[src/rtl/fetch_queue.sv]
// fetch_queue: circular buffer of fetched instructions between fetch and decode.
// Each entry carries the instruction word, its PC and the predictor taken flag.
// Optional same-cycle bypass from enq_* to deq_* when the queue is empty:
// enabled by defining FETCH_QUEUE_BYPASS_EN (default build: no bypass).
module fetch_queue #(
    parameter int DEPTH = 8
) (
    input  logic                    clk,
    input  logic                    rst,
    input  logic                    enq_valid,
    input  logic [31:0]             enq_inst,
    input  logic [31:0]             enq_pc,
    input  logic                    enq_bp_taken,
    input  logic                    flush,
    input  logic                    deq_ready,
    output logic                    deq_valid,
    output logic [31:0]             deq_inst,
    output logic [31:0]             deq_pc,
    output logic                    deq_bp_taken,
    output logic                    full,
    output logic [$clog2(DEPTH):0]  count
);

    localparam int AW = $clog2(DEPTH);
    localparam logic [AW:0] PTR_ONE = (AW + 1)'(1);

    typedef struct packed {
        logic [31:0] inst;
        logic [31:0] pc;
        logic        bp_taken;
    } entry_t;

    entry_t      mem [DEPTH];
    logic [AW:0] head;
    logic [AW:0] tail;
    logic        empty;
    logic        enq_fire;
    logic        deq_fire;
    logic        bypass_fire;
    entry_t      head_entry;

    // Occupancy flags come from the registered pointers; the extra wrap bit
    // distinguishes a full queue from an empty one when the indices match.
    assign empty = (head == tail);
    assign full  = !rst && (head[AW-1:0] == tail[AW-1:0]) && (head[AW] != tail[AW]);
    assign count = rst ? '0 : (tail - head);

`ifdef FETCH_QUEUE_BYPASS_EN
    // An empty queue forwards the incoming instruction straight to decode;
    // if decode takes it this cycle, nothing is written.
    assign bypass_fire = empty && enq_valid && !flush && deq_ready;
    assign deq_valid   = !rst && !flush && (!empty || enq_valid);
`else
    assign bypass_fire = 1'b0;
    assign deq_valid   = !rst && !flush && !empty;
`endif

    // A full queue drops enq_valid even if the head leaves this cycle;
    // fetch is frozen by full and re-presents the instruction.
    assign enq_fire = enq_valid && !full && !flush && !bypass_fire;
    assign deq_fire = deq_valid && deq_ready && !flush && !empty;

    // Head entry selection; outputs are zeroed whenever no valid entry is shown.
    always_comb begin
        head_entry = mem[head[AW-1:0]];
`ifdef FETCH_QUEUE_BYPASS_EN
        if (empty) begin
            head_entry = '{inst: enq_inst, pc: enq_pc, bp_taken: enq_bp_taken};
        end
`endif
        if (!deq_valid) begin
            head_entry = '0;
        end
        deq_inst     = head_entry.inst;
        deq_pc       = head_entry.pc;
        deq_bp_taken = head_entry.bp_taken;
    end

    // Pointer update: reset beats flush, flush beats enqueue and dequeue.
    always_ff @(posedge clk) begin
        // NOTE: non-blocking assignments so every register samples pre-edge values.
        if (rst) begin
            head <= '0;
            tail <= '0;
        end else if (flush) begin
            head <= '0;
            tail <= '0;
        end else begin
            if (enq_fire) begin
                tail <= tail + PTR_ONE;
            end
            if (deq_fire) begin
                head <= head + PTR_ONE;
            end
        end
    end

    // Entry storage written at the tail slot on each accepted enqueue.
    always_ff @(posedge clk) begin
        // NOTE: storage is not reset; stale slots are never visible because deq_* is masked when invalid.
        if (enq_fire) begin
            mem[tail[AW-1:0]] <= '{inst: enq_inst, pc: enq_pc, bp_taken: enq_bp_taken};
        end
    end

endmodule
[config.mk]
export PLATFORM = sky130hd
export DESIGN_NAME = fetch_queue
export DESIGN_NICKNAME = d
export VERILOG_FILES = /design/src/rtl/fetch_queue.sv
export SDC_FILE = /design/constraint.sdc
export NUM_CORES = 1
export LEC_CHECK = 0
export BUFFER_PORTS_ARGS = -buffer_cell sky130_fd_sc_hd__buf_2
export CAP_MARGIN = 5
export CORE_MARGIN = 5
export CORE_UTILIZATION = 38
export CTS_CLUSTER_DIAMETER = 80
export DETAILED_ROUTE_END_ITERATION = 10
export PLACE_DENSITY = 0.63
export SETUP_SLACK_MARGIN = 0.3
export SLEW_MARGIN = 20
export SYNTH_ARGS = -nofsm -noshare
export SYNTH_HDL_FRONTEND = slang
export SYNTH_SLANG_ARGS = --single-unit
[constraint.sdc]
create_clock -name clk -period 10.45 [get_ports clk]
set_input_delay 2.6125 -clock clk [delete_from_list [all_inputs] [get_ports clk]]
set_output_delay 2.6125 -clock clk [all_outputs]
set_load 0.005 [all_outputs]
# [Word-level counts from Yosys, hierarchy flattened]
# Memories as Yosys holds them, arrays and structs flattened. A register that Yosys moved wholly into a read port is not among the register bits.
# Cells that the tools add are included.
[totals] register_bits=8 ramBits=520 word_cells=29 n_memories=1
[mem_list] memory="mem" words=8 width=65 rd=1 rd_clocked_by_memory_dff=1 wr=1 line="33" text="entry_t mem [DEPTH];"
[classes] addsub=3 n_eq_ne=3 mux=6 reduce_logical=14
[ops] cell="65-bit 2-to-1 mux" count=1
[ops] cell="1-bit logical AND" count=9
[ops] cell="4-bit by 1-bit adder with 4-bit output, second input constant" count=2
[ops] cell="3-bit 2-to-1 mux" count=2
[ops] cell="4-bit equality test" count=1
[ops] cell="1-bit logical NOT" count=4
[ops] cell="4-bit 2-to-1 mux" count=1
[ops] cell="4-bit subtractor" count=1
[ops] cell="3-bit equality test" count=1
[ops] cell="1-bit 2-to-1 mux" count=2
[ops] cell="2-bit OR reduction" count=1
[ops] cell="1-bit != test" count=1

# [Depth between registers and ports, before layout]
[logic_depth] depth_word=8 ltp_mapped=7

# [Least setup slack after synthesis]
# No wires, ideal clock.
[synth_path] kind="input -> register" from="input enq_valid" to="memory mem[4][0] (netlist name) (enable)" setup_ns=0.672 t_arrival_ns=9.722 setup_slack_ns=0.056 cell_stages=4 path_buffers=1 cell_sequence="nor2b_1 o31ai_2 buf_4 nor4b_1"
[synth_between] elab_chain_len=4
[synth_lines] element="start: declaration" line="10" text="input logic enq_valid,"
[synth_lines] element="1-bit logical AND (2 in series)" line="60" text="assign enq_fire = enq_valid && !full && !flush && !bypass_fire;"
[synth_lines] element="1-bit 2-to-1 mux" line="101" text="if (enq_fire) begin"
[synth_lines] element="1-bit 2-to-1 mux (not written as such)" line="102" text="mem[tail[AW-1:0]] <= '{inst: enq_inst, pc: enq_pc, bp_taken: enq_bp_taken};"
[synth_lines] element="end: declaration" line="33"
# Every way passes these cells.

# [Final worst setup path]
[layout_path] from="input rst" to="output deq_pc[1]"
[layout_between] elab_chain_len=4
[layout_lines] element="start: declaration" line="9" text="input logic rst,"
[layout_lines] element="1-bit logical NOT" line="55" text="assign deq_valid = !rst && !flush && !empty;"
[layout_lines] element="1-bit logical AND (2 in series)" line="55"
[layout_lines] element="65-bit 2-to-1 mux" line="71" text="if (!deq_valid) begin"
[layout_lines] element="end: declaration" line="18" text="output logic [31:0] deq_pc,"
# Every way passes these cells.

==> impl_metrics.toml <==
[setup_path]
crit_path_end_kind = "output pin"
start_kind = "input pin"
ff2ff_setup_slack_ns = 6.97
rr_worst_depth = 8
worst-path-max-fanout = 38
rr_startpoint = "tail[0]$_SDFFE_PP0P_"
arrival_worst_endpoint_ns = 4.29
reg2reg_to = "mem[6][11]$_DFFE_PP_"
timing.critical_path.required_ns = 7.84
criticalPathCategory = "input pin to output pin"

[hold_path]
hold_path_depth = 2
hold_path_startpoint = "head[1]$_SDFFE_PP0P_"
min_to = "head[1]$_SDFFE_PP0P_"
min-delay-path-class = "flip-flop to flip-flop"

[pwr]
total_net_switching_power_mw = 0.865
cellPowerDensity_nw_per_um2 = 187
irDropWorstVdd_mv = 0.130
power.leakage_nw = 7.56
p_int_mw = 3.68
totalPowerFinal_mw = 4.54
p_sw_share_pct = 19.0
power.combinational.fraction_pct = 2.2
share_clk_of_total_power_pct = 46.0
p_seq_share_pct = 51.9

[synthesis]
synth.avg_cell_area_um2 = 19.7
yosys-top-cells-count = "520 x sky130_fd_sc_hd__edfxtp_1, 76 x sky130_fd_sc_hd__nor2_1, 68 x sky130_fd_sc_hd__nor2b_1"
post_synth_main_area_contributors = "sky130_fd_sc_hd__edfxtp_1 75%, sky130_fd_sc_hd__mux4_2 7.0%, sky130_fd_sc_hd__a2111oi_2 3.2%"
cells_after_synth = 1059
netlist_area_um2 = 20800
synth.yosys.seq_area_share_pct = 76.0
synth_top_area_share_pct = 74.9
netlist.top_cell.by_area = "sky130_fd_sc_hd__edfxtp_1"
synth_edf_count = 520
synth_most_common_cell = "sky130_fd_sc_hd__edfxtp_1"
synth_nets = 1135
postSynth.topFlopCell = "sky130_fd_sc_hd__edfxtp_1"
postSynth.asyncResetShare_pct = 0
yosys.cell_types.count = 40
ys.warnings.count = 0
postSynthRegisterBits = 531

[placed_design]
gp_routability_congestion = 0.721
portBuffers = 140
place.detailed.hpwl_mm = 24.1
placed_cells = 1853

[floorplan]
num_rows = 85
die-width_um = 244
core_area_um2 = 54000
start_util_pct = 38.6
die_area_um2 = 59600
die-height_um = 244
boundary_pin_count = 141

[timing]
final_tns_setup_ns = 0
setup_viol = 0
timing.final.hold_violations = 0
final-max-slew-violation-count = 0
min_period_ns = 6.90
final.setup_skew_ns = 0.0147
achievable-frequency_mhz = 145
max_slew.worst_pin.slew_ns = 1.04
rsz0062_at_grt = "false"
final.hold.worst_slack_ns = 0.556
slew_headroom_pct = 30.6
min_period_over_period_pct = 66.1

[cts]
clk_pin_slew_ns = 0.06
cts.repair_timing.setup_buffer_count = 0
ctsResizeCount = 0
clock_tree.buffer_depth = 3
tritoncts_num_sinks = 531
cts.hold.buffers_added = 0
cts_tree = "built"
clk_latency_ns = 0.58
root_buffer = "sky130_fd_sc_hd__clkbuf_16"
numCtsBuffers = 55
cts_max_level = 2

[grt]
grt_start_max_net_pins = 139
vias_in_the_first_global_route = 10972
grt.overflow.total = 0
grt_first_pass_wirelength_mm = 67.4
grt_antenna_before_repair = 6
track_usage_pct = 14.6

[final_layout]
area_growth_pct = 16.4
post_route_cells_drive_above_1_share_pct = 30.2
nNetsFinal = 1290
final_design_utilization_pct = 44.9
post_layout_nonfiller_instances = 1960

[detailed_routing]
route.vias.total = 10392
route.antenna.remaining_nets = 0
vias_per_inst = 5.30
dr.first_iter.drc_count = 602
avgRoutedWirePerCell_um = 22.5
routed_wirelength_mm = 44.0
first_pass_iters = 5
drc = 0

[job]
max-cap-violations = 0

[outcome]
run_status = "complete, no violations"
==> metrics by stage <==
stage	instance area [um2]	worst slack [ns]
after floorplan	20800	0.600
after global placement	22300	3.62
after detailed placement	22300	3.54
after CTS	24200	3.53
after global routing	24200	3.35
final	24300	3.55
==> area by class of cell <==
cell class / count / area, um2
fill: 4648 / 29800
sequential: 531 / 15800
timing repair buffer: 166 / 908
inverter: 6 / 22.5
multi-input combinational: 454 / 4640
antenna: 4 / 10.0
tap: 696 / 871
clock buffer: 65 / 1460
clock inverter: 38 / 499
==> power by group through the flow <==
stage	clock, mW	combinational (mW)	sequential [mW]
after global routing	2.23	0.109	2.36
after global placement	0	0.0961	2.40
after detailed placement	0	0.100	2.40
after floorplan	0	0.0483	2.40
after CTS	2.14	0.100	2.36
final	2.09	0.0979	2.36
==> critical path: stages <==
cell and delay, ns:
sky130_fd_sc_hd__buf_2 0.16, sky130_fd_sc_hd__nor2_1 0.45, sky130_fd_sc_hd__o21ai_4 0.11, sky130_fd_sc_hd__buf_4 0.33
sky130_fd_sc_hd__a2111oi_1 0.40, sky130_fd_sc_hd__buf_2 0.19
==> registers in the layout, indices dropped and copies added, names as in the netlist, named ones only <==
signal and count:
mem 520, head 4, tail 4
==> kinds of logic after synthesis <==
| family | share of synthesized area [%] |
|---|---|
| flops | 76.0 |
| simple gates | 4.02 |
| compound gates | 6.99 |
| mux | 10.2 |
| buf+inv | 2.12 |
| xor+xnor | 0.288 |
| fa+ha+maj | 0.396 |
==> cells in the final DEF, fill, tap and decap left out, types with 5 or more instances in the layout <==
cell | netlist | layout
sky130_fd_sc_hd__ha_1 | 5 | 5
sky130_fd_sc_hd__a211oi_1 | 65 | 65
sky130_fd_sc_hd__clkbuf_1 | 20 | 8
sky130_fd_sc_hd__buf_4 | 12 | 25
sky130_fd_sc_hd__a2111oi_2 | 45 | 45
sky130_fd_sc_hd__clkinv_2 | 0 | 9
sky130_fd_sc_hd__o21ai_0 | 5 | 5
sky130_fd_sc_hd__nand3_1 | 5 | 5
sky130_fd_sc_hd__nor2b_1 | 68 | 67
sky130_fd_sc_hd__mux2i_1 | 65 | 65
sky130_fd_sc_hd__bufinv_16 | 0 | 12
sky130_fd_sc_hd__dfxtp_1 | 11 | 8
sky130_fd_sc_hd__buf_2 | 18 | 140
sky130_fd_sc_hd__mux4_2 | 65 | 65
sky130_fd_sc_hd__inv_1 | 6 | 6
sky130_fd_sc_hd__edfxtp_1 | 520 | 520
sky130_fd_sc_hd__nor2_1 | 76 | 75
sky130_fd_sc_hd__a2111oi_1 | 20 | 20
sky130_fd_sc_hd__clkinv_1 | 0 | 10
sky130_fd_sc_hd__clkbuf_16 | 0 | 57
==> worst max-delay path by stage <==
| stage | slack, ns | from | cells past startpoint | endpoint |
|---|---|---|---|---|
| floorplan | 0.60 | enq_valid | 4 | mem[0][0]$_DFFE_PP_ |
| global placement | 3.62 | rst | 6 | deq_pc[12] |
| detailed placement | 3.54 | rst | 6 | deq_pc[12] |
| CTS | 3.53 | rst | 6 | deq_pc[12] |
| global route | 3.35 | rst | 6 | deq_inst[31] |
| finish | 3.55 | rst | 6 | deq_pc[1] |
==> metal layers <==
metal	up-vias	global-route usage (%)	part of all wire [%]
met5	-	0	0.061
met4	6	3.60	2.0
met3	71	3.08	4.9
met2	222	24.0	48
met1	5431	20.2	45
li1	4662	-	-
Power figures use the tool's default switching activity.
